### src/rtl/pipe_pkg.sv
`default_nettype none
// +--------------------------------------------------------------------------+
// | pipe_pkg : shared types for the EX/MEM and MEM/WB pipeline registers      |
// | Rev 1.0 : initial release                                                 |
// +--------------------------------------------------------------------------+
package pipe_pkg;

  // Forwarding-select encodings consumed by the EX-stage operand muxes.
  localparam logic [1:0] FWD_NONE   = 2'b00;
  localparam logic [1:0] FWD_MEM_WB = 2'b01;
  localparam logic [1:0] FWD_EX_MEM = 2'b10;

  // Control fields only; XLEN-wide data travels alongside because XLEN is per-instance.
  typedef struct packed {
    logic       valid;
    logic       reg_write;
    logic       mem_read;
    logic       mem_write;
    logic       mem_to_reg;
    logic [4:0] rd;
  } ex_mem_ctrl_t;

  typedef struct packed {
    logic       valid;
    logic       reg_write;
    logic [4:0] rd;
  } mem_wb_ctrl_t;

  typedef enum logic {
    IDLE = 1'b0,
    WAIT = 1'b1
  } mem_state_t;

  function automatic logic is_mem_op(input ex_mem_ctrl_t c);
    return c.valid & (c.mem_read | c.mem_write);
  endfunction

endpackage
`default_nettype wire

### src/rtl/pipe_reg.sv
`default_nettype none
// +--------------------------------------------------------------------------+
// | pipe_reg : generic pipeline register with enable and synchronous clear    |
// | Rev 1.0 : initial release                                                 |
// +--------------------------------------------------------------------------+
module pipe_reg #(
  parameter int WIDTH = 8
) (
  input  logic             clk,
  input  logic             reset,
  input  logic             en,
  input  logic             clr,
  input  logic [WIDTH-1:0] d,
  output logic [WIDTH-1:0] q
);

  always_ff @(posedge clk) begin
    if (reset || clr) begin
      q <= '0;
    end else if (en) begin
      q <= d;
    end
  end

endmodule
`default_nettype wire

### src/rtl/ex_mem_wb_pipe.sv
`default_nettype none
// +--------------------------------------------------------------------------+
// | ex_mem_wb_pipe : EX/MEM and MEM/WB registers, data-memory handshake,      |
// |                  writeback port and forwarding sources                    |
// | Rev 1.0 : initial release                                                 |
// +--------------------------------------------------------------------------+
module ex_mem_wb_pipe #(
  parameter int XLEN        = 32,
  parameter int STALL_CNT_W = 32
) (
  input  logic                   clk,
  input  logic                   reset,
  input  logic                   ex_valid,
  input  logic                   ex_reg_write,
  input  logic                   ex_mem_read,
  input  logic                   ex_mem_write,
  input  logic                   ex_mem_to_reg,
  input  logic [4:0]             ex_rd,
  input  logic [XLEN-1:0]        ex_alu_result,
  input  logic [XLEN-1:0]        ex_rs2_data,
  input  logic                   flush_ex,
  output logic                   dmem_req,
  output logic                   dmem_we,
  output logic [XLEN-1:0]        dmem_addr,
  output logic [XLEN-1:0]        dmem_wdata,
  input  logic                   dmem_ready,
  input  logic [XLEN-1:0]        dmem_rdata,
  output logic                   mem_stall,
  output logic [4:0]             EX_MEM_rd,
  output logic [4:0]             MEM_WB_rd,
  output logic                   EX_MEM_reg_write,
  output logic                   MEM_WB_reg_write,
  output logic [XLEN-1:0]        ex_mem_fwd_data,
  output logic [XLEN-1:0]        mem_wb_fwd_data,
  output logic                   wb_en,
  output logic [4:0]             wb_rd,
  output logic [XLEN-1:0]        wb_data,
  output logic [STALL_CNT_W-1:0] stall_cycles
);
  import pipe_pkg::*;

  localparam int EM_W = $bits(ex_mem_ctrl_t) + 2 * XLEN;
  localparam int MW_W = $bits(mem_wb_ctrl_t) + XLEN;
  localparam logic [STALL_CNT_W-1:0] CNT_MAX = {STALL_CNT_W{1'b1}};
  localparam logic [STALL_CNT_W-1:0] CNT_ONE = {{(STALL_CNT_W-1){1'b0}}, 1'b1};

  ex_mem_ctrl_t     em_ctrl_d, em_ctrl;
  logic [XLEN-1:0]  em_alu, em_rs2;
  logic [EM_W-1:0]  em_d, em_q;
  logic             em_bubble;

  mem_wb_ctrl_t     mw_ctrl_d, mw_ctrl;
  logic [XLEN-1:0]  mw_result_d, mw_result;
  logic [MW_W-1:0]  mw_d, mw_q;

  mem_state_t       state, state_next;
  logic             wb_done;
  logic [STALL_CNT_W-1:0] stall_cnt;

  // EX/MEM: a bubble is produced by clearing the whole register, not just the valid bit.
  always_comb begin
    em_ctrl_d            = '0;
    em_ctrl_d.valid      = 1'b1;
    em_ctrl_d.reg_write  = ex_reg_write & (ex_rd != 5'd0);
    em_ctrl_d.mem_read   = ex_mem_read;
    em_ctrl_d.mem_write  = ex_mem_write;
    em_ctrl_d.mem_to_reg = ex_mem_to_reg;
    em_ctrl_d.rd         = ex_rd;
  end

  assign em_bubble = flush_ex | ~ex_valid;
  assign em_d      = {em_ctrl_d, ex_alu_result, ex_rs2_data};

  pipe_reg #(.WIDTH(EM_W)) u_ex_mem (
    .clk   (clk),
    .reset (reset),
    .en    (~mem_stall),
    .clr   (em_bubble & ~mem_stall),
    .d     (em_d),
    .q     (em_q)
  );

  assign {em_ctrl, em_alu, em_rs2} = em_q;

  // Memory handshake
  assign dmem_req   = is_mem_op(em_ctrl);
  assign dmem_we    = em_ctrl.valid & em_ctrl.mem_write;
  assign dmem_addr  = em_alu;
  assign dmem_wdata = em_rs2;
  assign mem_stall  = dmem_req & ~dmem_ready;

  always_ff @(posedge clk) begin
    if (reset) begin
      state <= IDLE;
    end else begin
      state <= state_next;
    end
  end

  always_comb begin
    state_next = state;
    case (state)
      IDLE:    if (dmem_req && !dmem_ready) state_next = WAIT;
      WAIT:    if (dmem_ready)              state_next = IDLE;
      default: state_next = IDLE;
    endcase
  end

  // MEM/WB
  always_comb begin
    mw_ctrl_d           = '0;
    mw_ctrl_d.valid     = em_ctrl.valid;
    mw_ctrl_d.reg_write = em_ctrl.valid & em_ctrl.reg_write;
    mw_ctrl_d.rd        = em_ctrl.rd;
    mw_result_d         = em_ctrl.mem_to_reg ? dmem_rdata : em_alu;
  end

  assign mw_d = {mw_ctrl_d, mw_result_d};

  pipe_reg #(.WIDTH(MW_W)) u_mem_wb (
    .clk   (clk),
    .reset (reset),
    .en    (~mem_stall),
    .clr   (1'b0),
    .d     (mw_d),
    .q     (mw_q)
  );

  assign {mw_ctrl, mw_result} = mw_q;

  // A held entry has already written back in its first cycle; a fresh capture re-arms it.
  always_ff @(posedge clk) begin
    if (reset) begin
      wb_done <= 1'b0;
    end else begin
      wb_done <= mem_stall;
    end
  end

  always_ff @(posedge clk) begin
    if (reset) begin
      stall_cnt <= '0;
    end else if (mem_stall && (stall_cnt != CNT_MAX)) begin
      stall_cnt <= stall_cnt + CNT_ONE;
    end
  end

  assign EX_MEM_rd        = em_ctrl.rd;
  assign EX_MEM_reg_write = em_ctrl.valid & em_ctrl.reg_write;
  assign ex_mem_fwd_data  = em_alu;
  assign MEM_WB_rd        = mw_ctrl.rd;
  assign MEM_WB_reg_write = mw_ctrl.reg_write;
  assign mem_wb_fwd_data  = mw_result;
  assign wb_en            = mw_ctrl.valid & mw_ctrl.reg_write & ~wb_done;
  assign wb_rd            = mw_ctrl.rd;
  assign wb_data          = mw_result;
  assign stall_cycles     = stall_cnt;

endmodule
`default_nettype wire

### config.mk
export PLATFORM = sky130hd
export DESIGN_NAME = ex_mem_wb_pipe
export DESIGN_NICKNAME = d
export VERILOG_FILES = /design/src/rtl/pipe_pkg.sv /design/src/rtl/pipe_reg.sv /design/src/rtl/ex_mem_wb_pipe.sv
export SDC_FILE = /design/constraint.sdc
export NUM_CORES = 1
export LEC_CHECK = 0
export ABC_AREA = 1
export CORE_ASPECT_RATIO = 2
export CORE_UTILIZATION = 48
export CTS_BUF_LIST = sky130_fd_sc_hd__clkbuf_4 sky130_fd_sc_hd__clkbuf_8
export DETAILED_ROUTE_END_ITERATION = 10
export GPL_ROUTABILITY_DRIVEN = 0
export PLACE_DENSITY = 0.88
export SLEW_MARGIN = 20
export SYNTH_ARGS = -nofsm -noshare
export SYNTH_HDL_FRONTEND = slang
export SYNTH_SLANG_ARGS = --single-unit
export TNS_END_PERCENT = 5
### constraint.sdc
create_clock -name clk -period 2.4 [get_ports clk]
set_input_delay 0.48 -clock clk [delete_from_list [all_inputs] [get_ports clk]]
set_output_delay 0.48 -clock clk [all_outputs]
set_load 0.05 [all_outputs]
==> results.sh, run 1 <==
export IMPL_power_density_nw_per_um2=527
export IMPL_hold_violations=0
export IMPL_maxSlewViolCount=0
export IMPL_drive_gt1_share_pct=5.48
export IMPL_grt_max_degree=80
export IMPL_status="complete, no violations"
export IMPL_crit_cells=1
export IMPL_synthTopCellsByArea="dfxtp_1, nand2_1, buf_4"
export IMPL_netlist_area_leader_share_pct=37.2
export IMPL_ant_nets=0
export IMPL_crit_path_end_kind="output pin"
export IMPL_hold_depth=2
export IMPL_nets=1414
export IMPL_cts_tree="built"
export IMPL_clock_skew_final_ns=0.0150
export IMPL_synthMuxAreaShare_pct=0
export IMPL_yosys_area_share_simple_pct=28.6
export IMPL_dieWidth_um=92.5
export IMPL_arrival_ns=1.82
export IMPL_antenna_found_initial=1
export IMPL_cts_sinks=146
export IMPL_yosys_warnings=0
export IMPL_yosys_area_share_xor_xnor_pct=0.223
export IMPL_synth_most_common_cell="nand2_1"
export IMPL_setup_violations=0
export IMPL_grt_usage_pct=27.1
export IMPL_slowest_stage="clkdlybuf4s50_1"
export IMPL_clockBufferDepth=2
export IMPL_reg2reg_depth=10
export IMPL_path_clk_slew_ns=0.08
export IMPL_async_reset_ff_share_pct=0
export IMPL_synth_compound_area_share_pct=8.44
export IMPL_vias=7423
export IMPL_synth_edff_count=0
export IMPL_drtIter0Drc=311
export IMPL_maxCapViolCount=0
export IMPL_ys_seq_area_share_pct=37.2
export IMPL_synth_area_um2=7850
export IMPL_coreArea_um2=15900
export IMPL_period_minus_slack_ns=2.30
export IMPL_area_delta_synth_final_pct=31.7
export IMPL_synth_commonest_cells="nand2_1, buf_4, dfxtp_1"
export IMPL_crit_type="flip-flop to output pin"
export IMPL_synth_seq_cells=146
export IMPL_dp_slack_ns=0.163
export IMPL_path_delay_family="buffers and inverters"
export IMPL_syn_nets=1284
export IMPL_rsz0062_at_grt="no"
export IMPL_numCtsBuffers=17
export IMPL_fin_ws_ns=0.101
export IMPL_wl_um=23100
export IMPL_worst_pin_slew_ns=0.611
export IMPL_crit_chain="clkdlybuf4s50_1"
export IMPL_finalSetupTns_ns=0
export IMPL_dp_final_hpwl_um=17100
export IMPL_worst_path_buf_inv=1
export IMPL_drc=0
export IMPL_portBuffers=322
export IMPL_critPathLaunchType="flip-flop"
export IMPL_grt_pass1_wl_um=35100
export IMPL_cts_root_buf="clkbuf_8"
export IMPL_post_cts_buffers=0
export IMPL_synth_flop_cell="dfxtp_1"
export IMPL_synth_cells=1173
export IMPL_p_leak_nw=4.66
export IMPL_critPathMaxFanout=4
export IMPL_grt_pass1_vias=6884
export IMPL_start_util_pct=49.5
export IMPL_first_pass_iters=5
export IMPL_p_total_mw=5.45
export IMPL_synth_top_family_by_area="simple AND/OR/NAND/NOR gates"
export IMPL_avgSynthCellArea_um2=6.70
export IMPL_vdd_drop_max_mv=0.345
export IMPL_die_y_um=183
export IMPL_period_share_pct=95.8
export IMPL_yosysTopAreaCell="dfxtp_1"
export IMPL_hp_class="flip-flop to flip-flop"
export IMPL_relSlewSlack_pct=59.2
export IMPL_ios=323
export IMPL_clock_latency_ns=0.44
export IMPL_dieArea_um2=16900
export IMPL_synthDistinctLibCells=28
export IMPL_yosys_area_share_adder_pct=0.159
export IMPL_max_stage_delay_ns=0.87
export IMPL_grt_overflow=0
export IMPL_max_freq_mhz=435
export IMPL_htree_levels=4
export IMPL_cp_data_required_time_ns=1.92
export IMPL_wl_per_cell_um=15.2
export IMPL_row_count=65
export IMPL_via_per_inst=4.89
-- metrics by stage --
step / instance area (um2) / hold slack, ns / cells / util, %
6_report: 10300 / 0.474 / 1517 / 65.2
3_5_place_dp: 9920 / 0.457 / 1485 / 62.6
2_1_floorplan: 7850 / 0.439 / 1173 / -
5_1_grt: 10300 / 0.502 / 1517 / 65.2
3_3_place_gp: 9920 / 0.451 / 1485 / 62.6
4_1_cts: 10300 / 0.474 / 1516 / 65.2
-- path summary, 6_finish.rpt --
| path | slack [ns] | end | from |
|---|---|---|---|
| setup / recovery | 0.10 | ex_mem_fwd_data[0] | u_ex_mem.q[32] |
| hold reg to reg | 0.47 | u_mem_wb.q[34] | u_ex_mem.q[66] |
| hold / removal | 0.47 | u_mem_wb.q[34] | u_ex_mem.q[66] |
| setup reg to reg | 0.39 | stall_cycles[0] | stall_cycles[1] |
-- cells by family (layout without fill, tap and decap cells) --
kind of cell / Yosys count / in the layout
buffers and inverters: 341 / 483
XOR/XNOR: 2 / 2
AO/OA/AOI/OAI: 116 / 116
adder cells (fa/ha/maj): 1 / 1
other: 0 / 1
flip-flops: 146 / 146
AND/OR/NAND/NOR: 567 / 567
-- worst reg2reg max path: stages (launching register included) --
cell     delay [ns]
dfxtp_1        0.43
ha_1           0.24
nand2_2        0.08
nor2_4         0.18
nand2_2        0.11
nor2_4         0.13
nand3_2        0.08
buf_4          0.25
nand2_1        0.19
nand2_1        0.09
a21oi_1        0.14
-- state kept, by name, indices dropped and copies added, names as in the netlist --
name          cells
wb_done           1
u_ex_mem.q       74
u_mem_wb.q       39
stall_cycles     32
-- metal layers --
metal  track usage [%]  vias up  share of wire (%)
met3              5.56       58                7.2
met1              27.3     3313                 35
li1                  -     3675                  -
met2              50.5      377                 54
met5                 0        -                  0
met4              14.9        0                4.3
-- layout by cell type (no fill, tap or decap), drive strengths merged --
master and instances:
a31oi 32, diode 1, bufinv 3, nand4 8, buf 17, inv 119, dlymetal6s2s 1, xor2 2
nor3 2, clkdlybuf4s50 320, nand3b 1, a22oi 1, nor2 87, o211ai 1, clkbuf 18, ha 1
and2 1, nand3 33, a21oi 37, clkinvlp 2, o21ai 45, nand2 435, clkinv 3, dfxtp 146
-- power by group --
| group | switching [mW] | internal [mW] | total [mW] |
|---|---|---|---|
| Combinational | 0.500 | 0.362 | 0.861 |
| Sequential | 0.0523 | 2.48 | 2.53 |
| Clock | 1.00 | 1.06 | 2.06 |
| Total | 1.56 | 3.90 | 5.45 |
-- final cells by class --
cell class | instances | area, um2
sequential | 146 | 2920
tap | 201 | 251
multi-input combinational | 686 | 2940
timing repair buffer | 338 | 3380
clock inverter | 13 | 176
antenna | 1 | 2.50
clock buffer | 18 | 241
fill | 1325 | 5510
inverter | 114 | 428
-- repair_timing --
action | CTS | global route
setup endpoints to repair | 0 | 1
hold buffers | 0 | 0
resized for setup | 0 | 1
endpoints found under the hold margin | 0 | 0
Power figures use the tool's default switching activity.
==> inputs of run 2 (changes only) <==
--- a/config.mk
+++ b/config.mk
@@ -5,13 +5,12 @@
 export SDC_FILE = /design/constraint.sdc
 export NUM_CORES = 1
 export LEC_CHECK = 0
-export ABC_AREA = 1
 export CORE_ASPECT_RATIO = 2
-export CORE_UTILIZATION = 48
+export CORE_UTILIZATION = 47
 export CTS_BUF_LIST = sky130_fd_sc_hd__clkbuf_4 sky130_fd_sc_hd__clkbuf_8
 export DETAILED_ROUTE_END_ITERATION = 10
 export GPL_ROUTABILITY_DRIVEN = 0
-export PLACE_DENSITY = 0.88
+export PLACE_DENSITY = 0.89
 export SLEW_MARGIN = 20
 export SYNTH_ARGS = -nofsm -noshare
 export SYNTH_HDL_FRONTEND = slang
==> constraint.sdc (replaced) <==
create_clock -name clk -period 2.9 [get_ports clk]
set_input_delay 0.58 -clock clk [delete_from_list [all_inputs] [get_ports clk]]
set_output_delay 0.58 -clock clk [all_outputs]
set_load 0.05 [all_outputs]
==> run 2 against run 1 <==
Routed wire length is 13% lower. Core utilization is 0.11 points higher. Clock-buffer cell count is 2 higher.
==> results.sh, run 2 <==
export IMPL_grt_overflow=0
export IMPL_ctsResizeCount=0
export IMPL_hp_class="flip-flop to flip-flop"
export IMPL_synth_commonest_cells="buf_4, nand2_1, dfxtp_1"
export IMPL_p_total_mw=4.44
export IMPL_drive_gt1_share_pct=6.16
export IMPL_slowest_stage="clkdlybuf4s50_1"
export IMPL_row_count=63
export IMPL_relSlewSlack_pct=37.5
export IMPL_ys_seq_area_share_pct=40.8
export IMPL_nets=1121
export IMPL_crit_type="flip-flop to output pin"
export IMPL_top_layer="met4"
export IMPL_cp_data_required_time_ns=2.32
export IMPL_hold_buffers=0
export IMPL_antenna_cells=0
export IMPL_numCtsBuffers=17
export IMPL_wl_met3_um=1480
export IMPL_cts_sinks=146
export IMPL_synth_cells=879
export IMPL_via_per_inst=5.22
export IMPL_maxCapViolCount=0
export IMPL_multi_input_area_um2=2730
export IMPL_p_leak_nw=3.51
export IMPL_start_util_pct=48.3
export IMPL_dieArea_um2=15800
export IMPL_async_reset_ff_share_pct=0
export IMPL_critPathLaunchType="flip-flop"
export IMPL_portBuffers=322
export IMPL_wl_per_cell_um=16.5
export IMPL_grt_pass1_wl_um=30400
export IMPL_met2WireLength_um=10800
export IMPL_yosys_warnings=0
export IMPL_clockBufferDepth=2
export IMPL_syn_nets=990
export IMPL_synth_area_um2=7160
export IMPL_layout_common_cells="clkdlybuf4s50_1, nand2_1, dfxtp_1"
export IMPL_drc=0
export IMPL_drt_met1_wl_um=7090
export IMPL_avgSynthCellArea_um2=8.15
export IMPL_critPathMaxFanout=4
export IMPL_synthDistinctLibCells=46
export IMPL_period_minus_slack_ns=2.53
export IMPL_antenna_found_initial=0
export IMPL_area_delta_synth_final_pct=35.2
export IMPL_num_fill_cells=1225
export IMPL_largest_register_ffs=74
export IMPL_synth_most_common_cell="buf_4"
export IMPL_max_freq_mhz=395
export IMPL_ant_nets=0
export IMPL_ios=323
export IMPL_ff_latch_area_um2=2920
export IMPL_path_clk_slew_ns=0.09
export IMPL_coreArea_um2=14800
export IMPL_vias=6353
export IMPL_vdd_drop_max_mv=0.361
export IMPL_grt_max_degree=81
export IMPL_die_y_um=177
export IMPL_setup_violations=0
export IMPL_synthTopCellsByArea="dfxtp_1, buf_4, nand2_1"
export IMPL_first_pass_iters=5
export IMPL_finalSetupTns_ns=0
export IMPL_final_common_cell="clkdlybuf4s50_1"
export IMPL_yosysTopAreaCell="dfxtp_1"
export IMPL_grt_pass1_vias=6142
export IMPL_fin_ws_ns=0.370
export IMPL_cts_tree="built"
export IMPL_htree_levels=4
export IMPL_synth_edff_count=0
export IMPL_wl_um=20100
export IMPL_post_cts_buffers=0
export IMPL_grt_usage_pct=25.2
export IMPL_max_stage_delay_ns=0.81
export IMPL_dp_final_hpwl_um=14700
export IMPL_crit_chain="nor2_1, nor2b_1, clkdlybuf4s50_1"
export IMPL_path_delay_family="buffers and inverters"
export IMPL_status="complete, no violations"
export IMPL_dp_slack_ns=0.275
export IMPL_power_density_nw_per_um2=459
export IMPL_rsz0062_at_grt="no"
export IMPL_worst_pin_slew_ns=0.929
export IMPL_maxSlewViolCount=0
export IMPL_hold_violations=0
export IMPL_synth_seq_cells=146
export IMPL_clock_skew_final_ns=0.0117
export IMPL_netlist_area_leader_share_pct=40.8
export IMPL_drtIter0Drc=281
export IMPL_period_share_pct=87.2
export IMPL_arrival_ns=1.95
export IMPL_worst_path_buf_inv=1
export IMPL_cts_root_buf="clkbuf_8"
export IMPL_crit_path_end_kind="output pin"
export IMPL_dieWidth_um=89.3
export IMPL_regMostFlops="u_ex_mem.q"
export IMPL_synth_flop_cell="dfxtp_1"
export IMPL_clock_latency_ns=0.45
-- run 2: cell types whose count changed after synthesis, moves of 11 or more --
cell | before | now
nand2_1 | 431 | 170
or3_1 | 0 | 14
nor2_1 | 83 | 46
a21oi_1 | 28 | 103
buf_2 | 13 | 1
mux2i_1 | 0 | 32
a31oi_1 | 32 | 0
o21ai_0 | 44 | 20
or4_1 | 0 | 11
inv_1 | 113 | 3
a211oi_1 | 0 | 32
buf_1 | 2 | 15
nand3_1 | 30 | 14
-- run 2: worst paths after layout --
path | end | from | slack, ns | cells past startpoint
setup / recovery | dmem_req | u_ex_mem.q[70] | 0.37 | 3
setup reg to reg | stall_cycles[12] | stall_cycles[24] | 0.51 | 5
hold / removal | u_ex_mem.q[10] | u_ex_mem.q[10] | 0.45 | 2
hold reg to reg | u_ex_mem.q[10] | u_ex_mem.q[10] | 0.45 | 2
-- run 2: cell type report --
| cell class | count | area share [%] |
|---|---|---|
| clock buffers | 20 | 2.71 |
| clock inverters | 12 | 1.62 |
| inverters | 3 | 0.116 |
| multi-input cells | 506 | 28.2 |
| flip-flops and latches | 146 | 30.2 |
| well taps | 195 | 2.52 |
| repair buffers | 336 | 34.7 |
-- run 2: metrics by stage --
stage               instances  util, %  hold slack, ns  area (um2)
floorplan                 879        -           0.427        7160
global placement         1186     62.5           0.437        9260
detailed placement       1186     62.5           0.443        9260
CTS                      1218     65.3           0.455        9680
global route             1218     65.3           0.476        9680
finish                   1218     65.3           0.454        9680
-- run 2: cells by family after synthesis --
logic type	after synthesis	synth area share, %
buffers and inverters	227	21.3
muxes	35	4.94
AOI/OAI and AO/OA	168	13.3
adders and majority gates	1	0.175
xor gates and xnor gates	2	0.245
and+or+nand+nor	300	19.1
DFF	146	40.8
-- run 2: power breakdown --
part | internal [mW] | switching, mW
Clock | 0.896 | 0.803
Sequential | 2.05 | 0.0420
Combinational | 0.280 | 0.374
Total | 3.22 | 1.22
-- run 2: worst reg2reg max path, delay by kind of cell (launching register included) --
kind,cells,cell delay (ns)
DFF,1,0.46
and+or+nand+nor,3,0.83
AOI/OAI and AO/OA,2,0.96
-- run 2: metal layers --
metal  vias up  GRT usage (%)
met5         -              0
met4         0           11.9
met3        48           7.20
met2       296           46.0
met1      2954           25.4
li1       3055              -
